$ cat config.mk
export PLATFORM = sky130hd
export DESIGN_NAME = link_stack_ctrl_flat
export DESIGN_NICKNAME = d
export VERILOG_FILES = /design/src/rtl/link_stack_ctrl_if.sv /design/src/rtl/link_stack_ctrl.sv /design/src/flat_wrapper.sv
export SDC_FILE = /design/constraint.sdc
export NUM_CORES = 1
export LEC_CHECK = 0
export BUFFER_PORTS_ARGS = -buffer_cell sky130_fd_sc_hd__buf_2
export CAP_MARGIN = 20
export CORE_ASPECT_RATIO = 1.75
export CORE_UTILIZATION = 40
export DETAILED_ROUTE_END_ITERATION = 8
export SLEW_MARGIN = 20
export SYNTH_ARGS = -nofsm -noshare
export SYNTH_HDL_FRONTEND = slang
export SYNTH_SLANG_ARGS = --single-unit
$ cat constraint.sdc
create_clock -name clk -period 4.04 [get_ports clk]
set_input_delay 0.202 -clock clk [delete_from_list [all_inputs] [get_ports clk]]
set_output_delay 0.202 -clock clk [all_outputs]
set_load 0.005 [all_outputs]
$ cat src/rtl/link_stack_ctrl_if.sv
// ---------------------------------------------------------------------------
// link_stack_ctrl_if
// Groups the handshake and status signals between the control unit and the
// CALL/RET link-address stack controller.
//
// Signals
//   call_req    control -> stack   CALL request, held until call_ack
//   ret_req     control -> stack   RET request, held until ret_ack
//   pc_next     control -> stack   PC+1, captured when a CALL is accepted
//   clr_err     control -> stack   clears the sticky ovf/udf flags
//   call_ack    stack -> control   one-cycle pulse, CALL address stored
//   ret_ack     stack -> control   one-cycle pulse, RET address valid
//   ret_addr    stack -> PC mux    return address, valid with pc_load_en
//   pc_load_en  stack -> PC mux    one-cycle strobe, PC <= ret_addr
//   busy        stack -> control   controller is not idle
//   depth_cnt   stack -> control   number of valid entries, 0..DEPTH
//   ovf / udf   stack -> control   sticky overflow / underflow flags
//
// Modports
//   master : control unit side (drives requests)
//   slave  : stack controller side (drives acks and status)
// ---------------------------------------------------------------------------
interface link_stack_ctrl_if #(
    parameter int AW = 8,
    parameter int PW = 2
);
    logic          call_req;
    logic          ret_req;
    logic [AW-1:0] pc_next;
    logic          clr_err;
    logic          call_ack;
    logic          ret_ack;
    logic [AW-1:0] ret_addr;
    logic          pc_load_en;
    logic          busy;
    logic [PW:0]   depth_cnt;
    logic          ovf;
    logic          udf;

    modport master (
        output call_req, ret_req, pc_next, clr_err,
        input  call_ack, ret_ack, ret_addr, pc_load_en, busy, depth_cnt, ovf, udf
    );

    modport slave (
        input  call_req, ret_req, pc_next, clr_err,
        output call_ack, ret_ack, ret_addr, pc_load_en, busy, depth_cnt, ovf, udf
    );
endinterface

$ cat src/rtl/link_stack_ctrl.sv
// ---------------------------------------------------------------------------
// link_stack_ctrl
// CALL/RET link-address sequencer for the 8-bit RISC core. Keeps a DEPTH-entry
// circular return-address stack whose top acts as the link register. A CALL
// pushes the captured PC+1; a RET pops the top entry and hands it to the PC
// mux together with a one-cycle load strobe.
//
// Ports
//   clk     in   rising-edge clock
//   rst_n   in   asynchronous active-low reset
//   lsBus   slave modport of link_stack_ctrl_if (requests, acks, status)
//
// Timing (T = IDLE cycle in which the request is sampled)
//   CALL : call_ack high in T+1, entry and depth_cnt updated from T+2
//   RET  : ret_addr / pc_load_en / ret_ack valid in T+2
// ---------------------------------------------------------------------------
module link_stack_ctrl #(
    parameter int AW    = 8,
    parameter int DEPTH = 4,
    parameter int PW    = 2
) (
    input  logic             clk,
    input  logic             rst_n,
    link_stack_ctrl_if.slave lsBus
);

    typedef enum logic [1:0] {
        IDLE = 2'd0,
        PUSH = 2'd1,
        POP  = 2'd2,
        RDY  = 2'd3
    } state_t;

    localparam logic [PW:0] FULL_CNT = (PW+1)'(DEPTH);

    state_t        state_q, state_d;
    logic [PW-1:0] sp_q, sp_d;
    logic [PW:0]   depth_q, depth_d;
    logic [AW-1:0] pcHold_q, pcHold_d;
    logic [AW-1:0] retAddr_q, retAddr_d;
    logic          callAck_q, callAck_d;
    logic          retAck_q, retAck_d;
    logic          pcLoad_q, pcLoad_d;
    logic          ovf_q, ovf_d;
    logic          udf_q, udf_d;

    logic [AW-1:0] stackMem [DEPTH];
    logic [PW-1:0] spDec;

    // The pointer always addresses the next free slot, so the top of stack
    // lives one below it; the subtraction wraps naturally modulo DEPTH.
    assign spDec = sp_q - 1'b1;

    // Stack storage has no reset: only entries written since reset are ever
    // read back, because depth_cnt never counts a slot that was not pushed.
    // The write uses the PC value held at accept time, not the live input.
    always_ff @(posedge clk) begin
        if (state_q == PUSH) begin
            stackMem[sp_q] <= pcHold_q;
        end
    end

    // All control state and every output is registered here so that nothing
    // on the request side reaches an ack or strobe combinationally.
    always_ff @(posedge clk or negedge rst_n) begin
        if (!rst_n) begin
            state_q   <= IDLE;
            sp_q      <= '0;
            depth_q   <= '0;
            pcHold_q  <= '0;
            retAddr_q <= '0;
            callAck_q <= 1'b0;
            retAck_q  <= 1'b0;
            pcLoad_q  <= 1'b0;
            ovf_q     <= 1'b0;
            udf_q     <= 1'b0;
        end else begin
            state_q   <= state_d;
            sp_q      <= sp_d;
            depth_q   <= depth_d;
            pcHold_q  <= pcHold_d;
            retAddr_q <= retAddr_d;
            callAck_q <= callAck_d;
            retAck_q  <= retAck_d;
            pcLoad_q  <= pcLoad_d;
            ovf_q     <= ovf_d;
            udf_q     <= udf_d;
        end
    end

    // Next-state logic. Ack and strobe registers are loaded on the edge that
    // enters the state they belong to, so call_ack is high during PUSH and
    // pc_load_en/ret_ack are high during RDY. CALL wins over RET in IDLE; a
    // RET left pending simply gets picked up on the next IDLE cycle. clr_err
    // is applied first so that a set event in the same cycle overrides it.
    always_comb begin
        state_d   = state_q;
        sp_d      = sp_q;
        depth_d   = depth_q;
        pcHold_d  = pcHold_q;
        retAddr_d = retAddr_q;
        callAck_d = 1'b0;
        retAck_d  = 1'b0;
        pcLoad_d  = 1'b0;
        ovf_d     = lsBus.clr_err ? 1'b0 : ovf_q;
        udf_d     = lsBus.clr_err ? 1'b0 : udf_q;

        case (state_q)
            IDLE: begin
                if (lsBus.call_req) begin
                    state_d   = PUSH;
                    pcHold_d  = lsBus.pc_next;
                    callAck_d = 1'b1;
                end else if (lsBus.ret_req) begin
                    state_d = POP;
                end
            end

            PUSH: begin
                // A full stack still accepts the push; the wrap overwrites the
                // oldest entry and the count saturates at DEPTH.
                sp_d = sp_q + 1'b1;
                if (depth_q == FULL_CNT) begin
                    ovf_d = 1'b1;
                end else begin
                    depth_d = depth_q + 1'b1;
                end
                state_d = IDLE;
            end

            POP: begin
                // Popping an empty stack vectors the core to address zero and
                // leaves the pointer where it is.
                if (depth_q == '0) begin
                    retAddr_d = '0;
                    udf_d     = 1'b1;
                end else begin
                    sp_d      = spDec;
                    retAddr_d = stackMem[spDec];
                    depth_d   = depth_q - 1'b1;
                end
                pcLoad_d = 1'b1;
                retAck_d = 1'b1;
                state_d  = RDY;
            end

            RDY: begin
                state_d = IDLE;
            end

            default: begin
                state_d = IDLE;
            end
        endcase
    end

    assign lsBus.call_ack   = callAck_q;
    assign lsBus.ret_ack    = retAck_q;
    assign lsBus.ret_addr   = retAddr_q;
    assign lsBus.pc_load_en = pcLoad_q;
    assign lsBus.busy       = (state_q != IDLE);
    assign lsBus.depth_cnt  = depth_q;
    assign lsBus.ovf        = ovf_q;
    assign lsBus.udf        = udf_q;

endmodule

$ cat src/flat_wrapper.sv
// flat-port wrapper written by rule: the top's interface ports become plain ports
module link_stack_ctrl_flat 
#(
    parameter int AW    = 8,
    parameter int DEPTH = 4,
    parameter int PW    = 2
)
  (clk, rst_n, lsBus_call_req, lsBus_ret_req, lsBus_pc_next, lsBus_clr_err, lsBus_call_ack, lsBus_ret_ack, lsBus_ret_addr, lsBus_pc_load_en, lsBus_busy, lsBus_depth_cnt, lsBus_ovf, lsBus_udf);
  link_stack_ctrl_if #(.AW(AW), .PW(PW)) lsBus_i ();
  input  logic clk;
  input  logic rst_n;
  input wire logic [$bits(lsBus_i.call_req)-1:0] lsBus_call_req;
  input wire logic [$bits(lsBus_i.ret_req)-1:0] lsBus_ret_req;
  input wire logic [$bits(lsBus_i.pc_next)-1:0] lsBus_pc_next;
  input wire logic [$bits(lsBus_i.clr_err)-1:0] lsBus_clr_err;
  output wire logic [$bits(lsBus_i.call_ack)-1:0] lsBus_call_ack;
  output wire logic [$bits(lsBus_i.ret_ack)-1:0] lsBus_ret_ack;
  output wire logic [$bits(lsBus_i.ret_addr)-1:0] lsBus_ret_addr;
  output wire logic [$bits(lsBus_i.pc_load_en)-1:0] lsBus_pc_load_en;
  output wire logic [$bits(lsBus_i.busy)-1:0] lsBus_busy;
  output wire logic [$bits(lsBus_i.depth_cnt)-1:0] lsBus_depth_cnt;
  output wire logic [$bits(lsBus_i.ovf)-1:0] lsBus_ovf;
  output wire logic [$bits(lsBus_i.udf)-1:0] lsBus_udf;
  assign lsBus_i.call_req = lsBus_call_req;
  assign lsBus_i.ret_req = lsBus_ret_req;
  assign lsBus_i.pc_next = lsBus_pc_next;
  assign lsBus_i.clr_err = lsBus_clr_err;
  assign lsBus_call_ack = lsBus_i.call_ack;
  assign lsBus_ret_ack = lsBus_i.ret_ack;
  assign lsBus_ret_addr = lsBus_i.ret_addr;
  assign lsBus_pc_load_en = lsBus_i.pc_load_en;
  assign lsBus_busy = lsBus_i.busy;
  assign lsBus_depth_cnt = lsBus_i.depth_cnt;
  assign lsBus_ovf = lsBus_i.ovf;
  assign lsBus_udf = lsBus_i.udf;
  link_stack_ctrl #(.AW(AW), .DEPTH(DEPTH), .PW(PW)) u_core (.clk(clk), .rst_n(rst_n), .lsBus(lsBus_i));
endmodule
## After elaboration in Yosys (flattened, before gate mapping)

Memory sizes are Yosys's and may differ from the RTL's.
Index checks and enable logic that the tools add are counted.
W data, S select, Z words.

- Flip-flop bits (word level): 27
- Bits in writable memories: 32
- Input port bits: 13
- Output and inout port bits: 17
- Word-level logic and storage cells: 49
- Memories kept: 1

- Add/sub/neg operators: 4
- Equality and inequality tests: 7
- Multiplexer cells: 20
- Reduce and logical (&&, ||, !) cells: 8

Memories:

| memory | depth | bits a word | read ports | clocked after Yosys merged registers in | wr ports | line | RTL |
|---|---|---|---|---|---|---|---|
| u_core.stackMem | 4 | 8 | 1 | 0 | 1 | link_stack_ctrl.sv:47 | `logic [AW-1:0] stackMem [DEPTH];` |

Operators with widths:

| cell | count |
|---|---|
| $mux W1 | 11 |
| $mux W8 | 1 |
| $mux W2 | 3 |
| $mux W3 | 2 |
| $pmux W2 S3 | 1 |
| $pmux W3 S2 | 1 |
| $eq A2 B2 Y1 const B | 2 |
| $ne A2 B2 Y1 const B | 2 |
| $pmux W2 S2 | 1 |
| $reduce_and A2 Y1 | 2 |
| $reduce_bool A2 Y1 | 2 |
| $add A3 B1 Y3 const B | 1 |
| $eq A3 B3 Y1 const B | 1 |
| $logic_not A3 Y1 | 1 |
| $ne A3 B3 Y1 const B | 1 |
| $reduce_and A3 Y1 | 1 |
| $sub A3 B1 Y3 const B | 1 |
| $add A2 B1 Y2 const B | 1 |
| $eq A2 B1 Y1 const B | 1 |
| $logic_not A2 Y1 | 1 |
| $reduce_or A2 Y1 | 1 |
| $sub A2 B1 Y2 const B | 1 |

## Depth between registers and ports, before layout

- Word-level depth: 3
- Gate-level depth with buffers: 8
- Depth with buffers taken out: 7

## Worst setup path before layout

Ideal clock, no wire load.

- Path kind: register to register
- Start point: register u_core.state_q[0]
- End point: register u_core.depth_q[2], in the netlist u_core.lsBus.depth_cnt[2]
- Data arrival time: 1,809 ps
- Required time: 3,939 ps
- Path slack: 2,131 ps
- Cell stages (with the launch flop): 9
- Buffers on the path: 1
- Path through: dfrtp_1 inv_1 ha_1 buf_2 xor2_1 ha_1 a21oi_1 mux2_4 o311ai_2

- Longest elaborated chain between the ends: 3
- Elaborated cells between the ends (all ways): 7

RTL lines:

| what | line | RTL |
|---|---|---|
| start: declaration | link_stack_ctrl.sv:36 | `state_t state_q, state_d;` |
| start signal: assignment | link_stack_ctrl.sv:78 | `state_q <= state_d;` |
| $eq A2 B1 Y1 or $eq A2 B2 Y1 (tied branches) | link_stack_ctrl.sv:108 | `case (state_q)` |
| $ne A2 B2 Y1 (no line) or $reduce_bool A2 Y1 (tied branches) | n/a |  |
| $reduce_and A3 Y1 (no line) | n/a |  |
| end signal: assignment | link_stack_ctrl.sv:80 | `depth_q <= depth_d;` |
| end: declaration | link_stack_ctrl.sv:38 | `logic [PW:0] depth_q, depth_d;` |

Several ways; a longest one is shown, not always the timed one.
A chain may end at the register's enable or synchronous reset.

## Worst setup path in the final report

Ends and elaborated chain as after synthesis.

==> flow_results.xml <==
<?xml version="1.0" encoding="UTF-8"?>
<metrics>
  <group name="placed_design">
    <metric name="gp_congestion" unit="">0.739</metric>
    <metric name="hpwlAfterDp" unit="mm">3.11</metric>
    <metric name="place.port_buffers" unit="">29</metric>
    <metric name="pre_cts_ws" unit="ps">1840</metric>
    <metric name="dp_cells" unit="">266</metric>
  </group>
  <group name="global_routing">
    <metric name="grt_max_degree" unit="">28</metric>
    <metric name="grt_pass1_wl" unit="mm">6.92</metric>
    <metric name="first_global_vias" unit="">1470</metric>
    <metric name="grt_use_total" unit="">0.152</metric>
    <metric name="globalRoute.totalOverflow" unit="">0</metric>
    <metric name="antenna_found_initial" unit="">0</metric>
  </group>
  <group name="logic_synthesis">
    <metric name="netlist_instances" unit="">167</metric>
    <metric name="synthAdderAreaFrac" unit="">0.0497</metric>
    <metric name="synth_largest_type_area_fraction" unit="">0.382</metric>
    <metric name="synth_enable_flop_cells" unit="">32</metric>
    <metric name="synth-warning-count" unit="">0</metric>
    <metric name="synth_simple_gate_area_share" unit="">0.0492</metric>
    <metric name="synth_top_cell_by_area" unit="">edfxtp_1</metric>
    <metric name="synth_sequential_area_ratio" unit="">0.650</metric>
    <metric name="syn_area" unit="mm²">0.00252</metric>
    <metric name="synth-compound-area-share" unit="">0.0601</metric>
    <metric name="synth_seq_cells" unit="">59</metric>
    <metric name="postSynthAreaPerCell" unit="µm²">15.1</metric>
    <metric name="dominant_combinational_cell_family_by_area_after_synthesis" unit="">multiplexers</metric>
    <metric name="synthXorXnorAreaFrac" unit="">0.00695</metric>
    <metric name="netlist-cell-type-count" unit="">34</metric>
    <metric name="yosys-mux-area-fraction" unit="">0.131</metric>
    <metric name="postSynth.topFlopCell" unit="">edfxtp_1</metric>
    <metric name="synth.top_cells.by_area" unit="">edfxtp_1 (38%), dfrtp_1 (27%), mux4_2 (6.3%)</metric>
    <metric name="mappedNetlistNets" unit="">190</metric>
    <metric name="async_flop_share" unit="">0.458</metric>
  </group>
  <group name="route">
    <metric name="drt-pass1-iter-count" unit="">4</metric>
    <metric name="route.vias.total" unit="">1391</metric>
    <metric name="routedWlPerCell" unit="µm">15.4</metric>
    <metric name="detail_route.iter0.violations" unit="">33</metric>
    <metric name="drt-total-wl" unit="mm">4.35</metric>
    <metric name="antenna_violating_nets_post_route" unit="">0</metric>
    <metric name="drt-vias-per-instance" unit="">4.92</metric>
    <metric name="route.detailed.drc" unit="">0</metric>
  </group>
  <group name="timing">
    <metric name="grt_setup_unrepaired" unit="">no</metric>
    <metric name="hold-worst-slack" unit="ps">63.9</metric>
    <metric name="actual_slew_at_the_worst_max_slew_pin" unit="ps">656</metric>
    <metric name="finalMaxSlewViolations" unit="">0</metric>
    <metric name="slew-limit-headroom" unit="">0.563</metric>
    <metric name="fmax" unit="MHz">456</metric>
    <metric name="layout_skew" unit="ps">6.46</metric>
    <metric name="totalNegativeSetupSlack" unit="ps">0</metric>
    <metric name="final_worst_path_period_share" unit="">0.543</metric>
    <metric name="finalSetupViolations" unit="">0</metric>
    <metric name="post-route-min-period" unit="ps">2190</metric>
    <metric name="finalWorstSetupSlack" unit="ps">1850</metric>
    <metric name="finalHoldViolations" unit="">0</metric>
  </group>
  <group name="setup_path">
    <metric name="cp_common_cell" unit="">ha_1</metric>
    <metric name="required_worst_endpoint" unit="ps">4270</metric>
    <metric name="worstSetupStartpointType" unit="">register</metric>
    <metric name="regToRegSetupSlack" unit="ps">1850</metric>
    <metric name="cpPeakStageDelay" unit="ps">430</metric>
    <metric name="worst_r2r_endpoint" unit="">u_core.lsBus.depth_cnt[2]$_DFFE_PN0P_</metric>
    <metric name="critical_path.cell_chain" unit="">inv_1 &gt; ha_1 &gt; xor2_1 &gt; ha_1 &gt; a21oi_1 &gt; mux2_4 &gt; o311ai_2</metric>
    <metric name="crit_end" unit="">u_core.lsBus.depth_cnt[2]$_DFFE_PN0P_</metric>
    <metric name="startpoint" unit="">u_core.state_q[0]$_DFFE_PN0P_</metric>
    <metric name="critical-path-slowest-cell" unit="">ha_1</metric>
    <metric name="r2r_cells" unit="">7</metric>
    <metric name="arrival" unit="ps">2420</metric>
    <metric name="timing.critical_path.to_type" unit="">register</metric>
    <metric name="rr_startpoint" unit="">u_core.state_q[0]$_DFFE_PN0P_</metric>
    <metric name="path_class" unit="">register to register</metric>
    <metric name="path_max_fanout" unit="">11</metric>
  </group>
  <group name="cells_and_area">
    <metric name="layout.cells.most_common_list" unit="">edfxtp_1 (32), buf_2 (29), dfrtp_1 (27)</metric>
    <metric name="syn2layout_area_growth" unit="%">15.5</metric>
    <metric name="fin_cells" unit="">283</metric>
    <metric name="layout_commonest_cell" unit="">edfxtp_1</metric>
    <metric name="multi_input_comb_area" unit="µm²">748</metric>
    <metric name="postLayoutCoreUtil" unit="">0.487</metric>
    <metric name="number_of_filler_cells_placed_in_the_layout" unit="">522</metric>
    <metric name="final_nets" unit="">223</metric>
    <metric name="diodes" unit="">0</metric>
    <metric name="post_route_cells_drive_above_1_share" unit="">0.302</metric>
    <metric name="area.sequential" unit="mm²">0.00164</metric>
  </group>
  <group name="clocking">
    <metric name="h-tree-depth" unit="">3</metric>
    <metric name="cts_tree" unit="">done</metric>
    <metric name="cts-buffers-inserted" unit="">9</metric>
    <metric name="clock_path_buffers" unit="">2</metric>
    <metric name="clock_latency" unit="ps">330</metric>
    <metric name="numClockSinks" unit="">59</metric>
    <metric name="cts.reportedPaths.clkPinSlew" unit="ps">70</metric>
    <metric name="cts.root.buffer_cell" unit="">clkbuf_8</metric>
  </group>
  <group name="power">
    <metric name="power.density" unit="mW/mm²">814</metric>
    <metric name="ir_drop" unit="µV">335</metric>
    <metric name="leakagePower" unit="nW">1.20</metric>
  </group>
  <group name="floorplanning">
    <metric name="dieArea" unit="mm²">0.00663</metric>
    <metric name="rows" unit="">37</metric>
    <metric name="fp.coreArea" unit="mm²">0.00597</metric>
    <metric name="io-pin-count" unit="">30</metric>
    <metric name="floorplan.die.width" unit="µm">62.0</metric>
    <metric name="initial_utilization" unit="">0.422</metric>
    <metric name="die_y" unit="µm">107</metric>
  </group>
  <group name="flow_run">
    <metric name="max_cap_viol_count" unit="">0</metric>
  </group>
  <group name="min_path">
    <metric name="hold_path.class" unit="">primary input to register</metric>
  </group>
  <group name="status">
    <metric name="run_status" unit="">finished, final reports clean</metric>
  </group>
</metrics>
[routing by layer]
metal	up-vias	GRT usage	share of wire
met3	6	0.0217	0.032
met1	695	0.157	0.39
met4	0	0.105	0.015
met5	-	0	0
met2	28	0.264	0.56
li1	662	-	-
[power breakdown]
group          switching [mW]  internal, mW  total, mW
combinational           0.382         0.404      0.786
sequential              0.166         0.886       1.05
clock                   0.242         0.289      0.530
total                   0.790          1.58       2.37
[worst max-delay path, delay by kind of cell, from the launching register on]
kind                       cells  cell delay (ps)
adders and majority gates      2              630
AOI/OAI and AO/OA              2              450
DFF                            1              400
muxes                          1              330
buffers and inverters          1              150
xor gates and xnor gates       1              130
[synthesized netlist by cell type, drive strengths merged, types with 2 or more instances]
cell type / n
a21oi: 3
and2: 4
buf: 7
dfrtp: 27
edfxtp: 32
ha: 10
inv: 19
mux2: 10
mux2i: 3
mux4: 8
nand2: 12
nor3: 2
nor3b: 2
nor4: 2
o21ai: 12
[worst min-delay path by stage]
stage | from | end | slack [ps] | cells past startpoint
floorplan | rst_n | u_core.lsBus.call_ack$_DFF_PN0_ | -90 | 0
global placement | rst_n | u_core.lsBus.udf$_DFF_PN0_ | 270 | 1
detailed placement | rst_n | u_core.lsBus.ovf$_DFF_PN0_ | 270 | 1
CTS | lsBus_clr_err | u_core.lsBus.udf$_DFF_PN0_ | 50 | 2
global route | lsBus_clr_err | u_core.lsBus.ovf$_DFF_PN0_ | 70 | 2
finish | lsBus_clr_err | u_core.lsBus.ovf$_DFF_PN0_ | 60 | 2
[per-stage QoR]
| stage | power [mW] | cell area, µm² |
|---|---|---|
| after floorplan | 1.65 | 2520 |
| after global placement | 1.81 | 2700 |
| after detailed placement | 1.86 | 2700 |
| after CTS | 2.40 | 2910 |
| after global routing | 2.53 | 2910 |
| final | 2.37 | 2910 |
[cells by family (layout without fill, tap and decap cells)]
family | after synthesis | count (layout)
simple gates | 25 | 25
flops | 59 | 59
fa+ha+maj | 10 | 10
buf+inv | 27 | 65
xor+xnor | 2 | 2
compound gates | 23 | 23
mux | 21 | 21
[timing repair]
item	CTS	global route
buffers inserted	0	0
resized for setup	0	0
hold endpoints to repair	27	0
hold buffers	1	0
[sequential cells by signal, summed over array words and instances, names as in the netlist]
name and cells:
u_core.lsBus.call_ack 1, u_core.lsBus.depth_cnt 3, u_core.lsBus.ovf 1, u_core.lsBus.ret_ack 1
u_core.lsBus.ret_addr 8, u_core.lsBus.udf 1, u_core.pcHold_q 8, u_core.sp_q 2
u_core.stackMem 32, u_core.state_q 2
[cell type report]
| cell class | count | area share |
|---|---|---|
| sequential | 59 | 0.563 |
| multi-input combinational | 81 | 0.257 |
| clock buffer | 9 | 0.0426 |
| tap | 78 | 0.0335 |
| timing repair buffer | 30 | 0.0533 |
| clock inverter | 7 | 0.0262 |
| inverter | 19 | 0.0245 |
No activity file was read; power rests on OpenSTA's default activity.
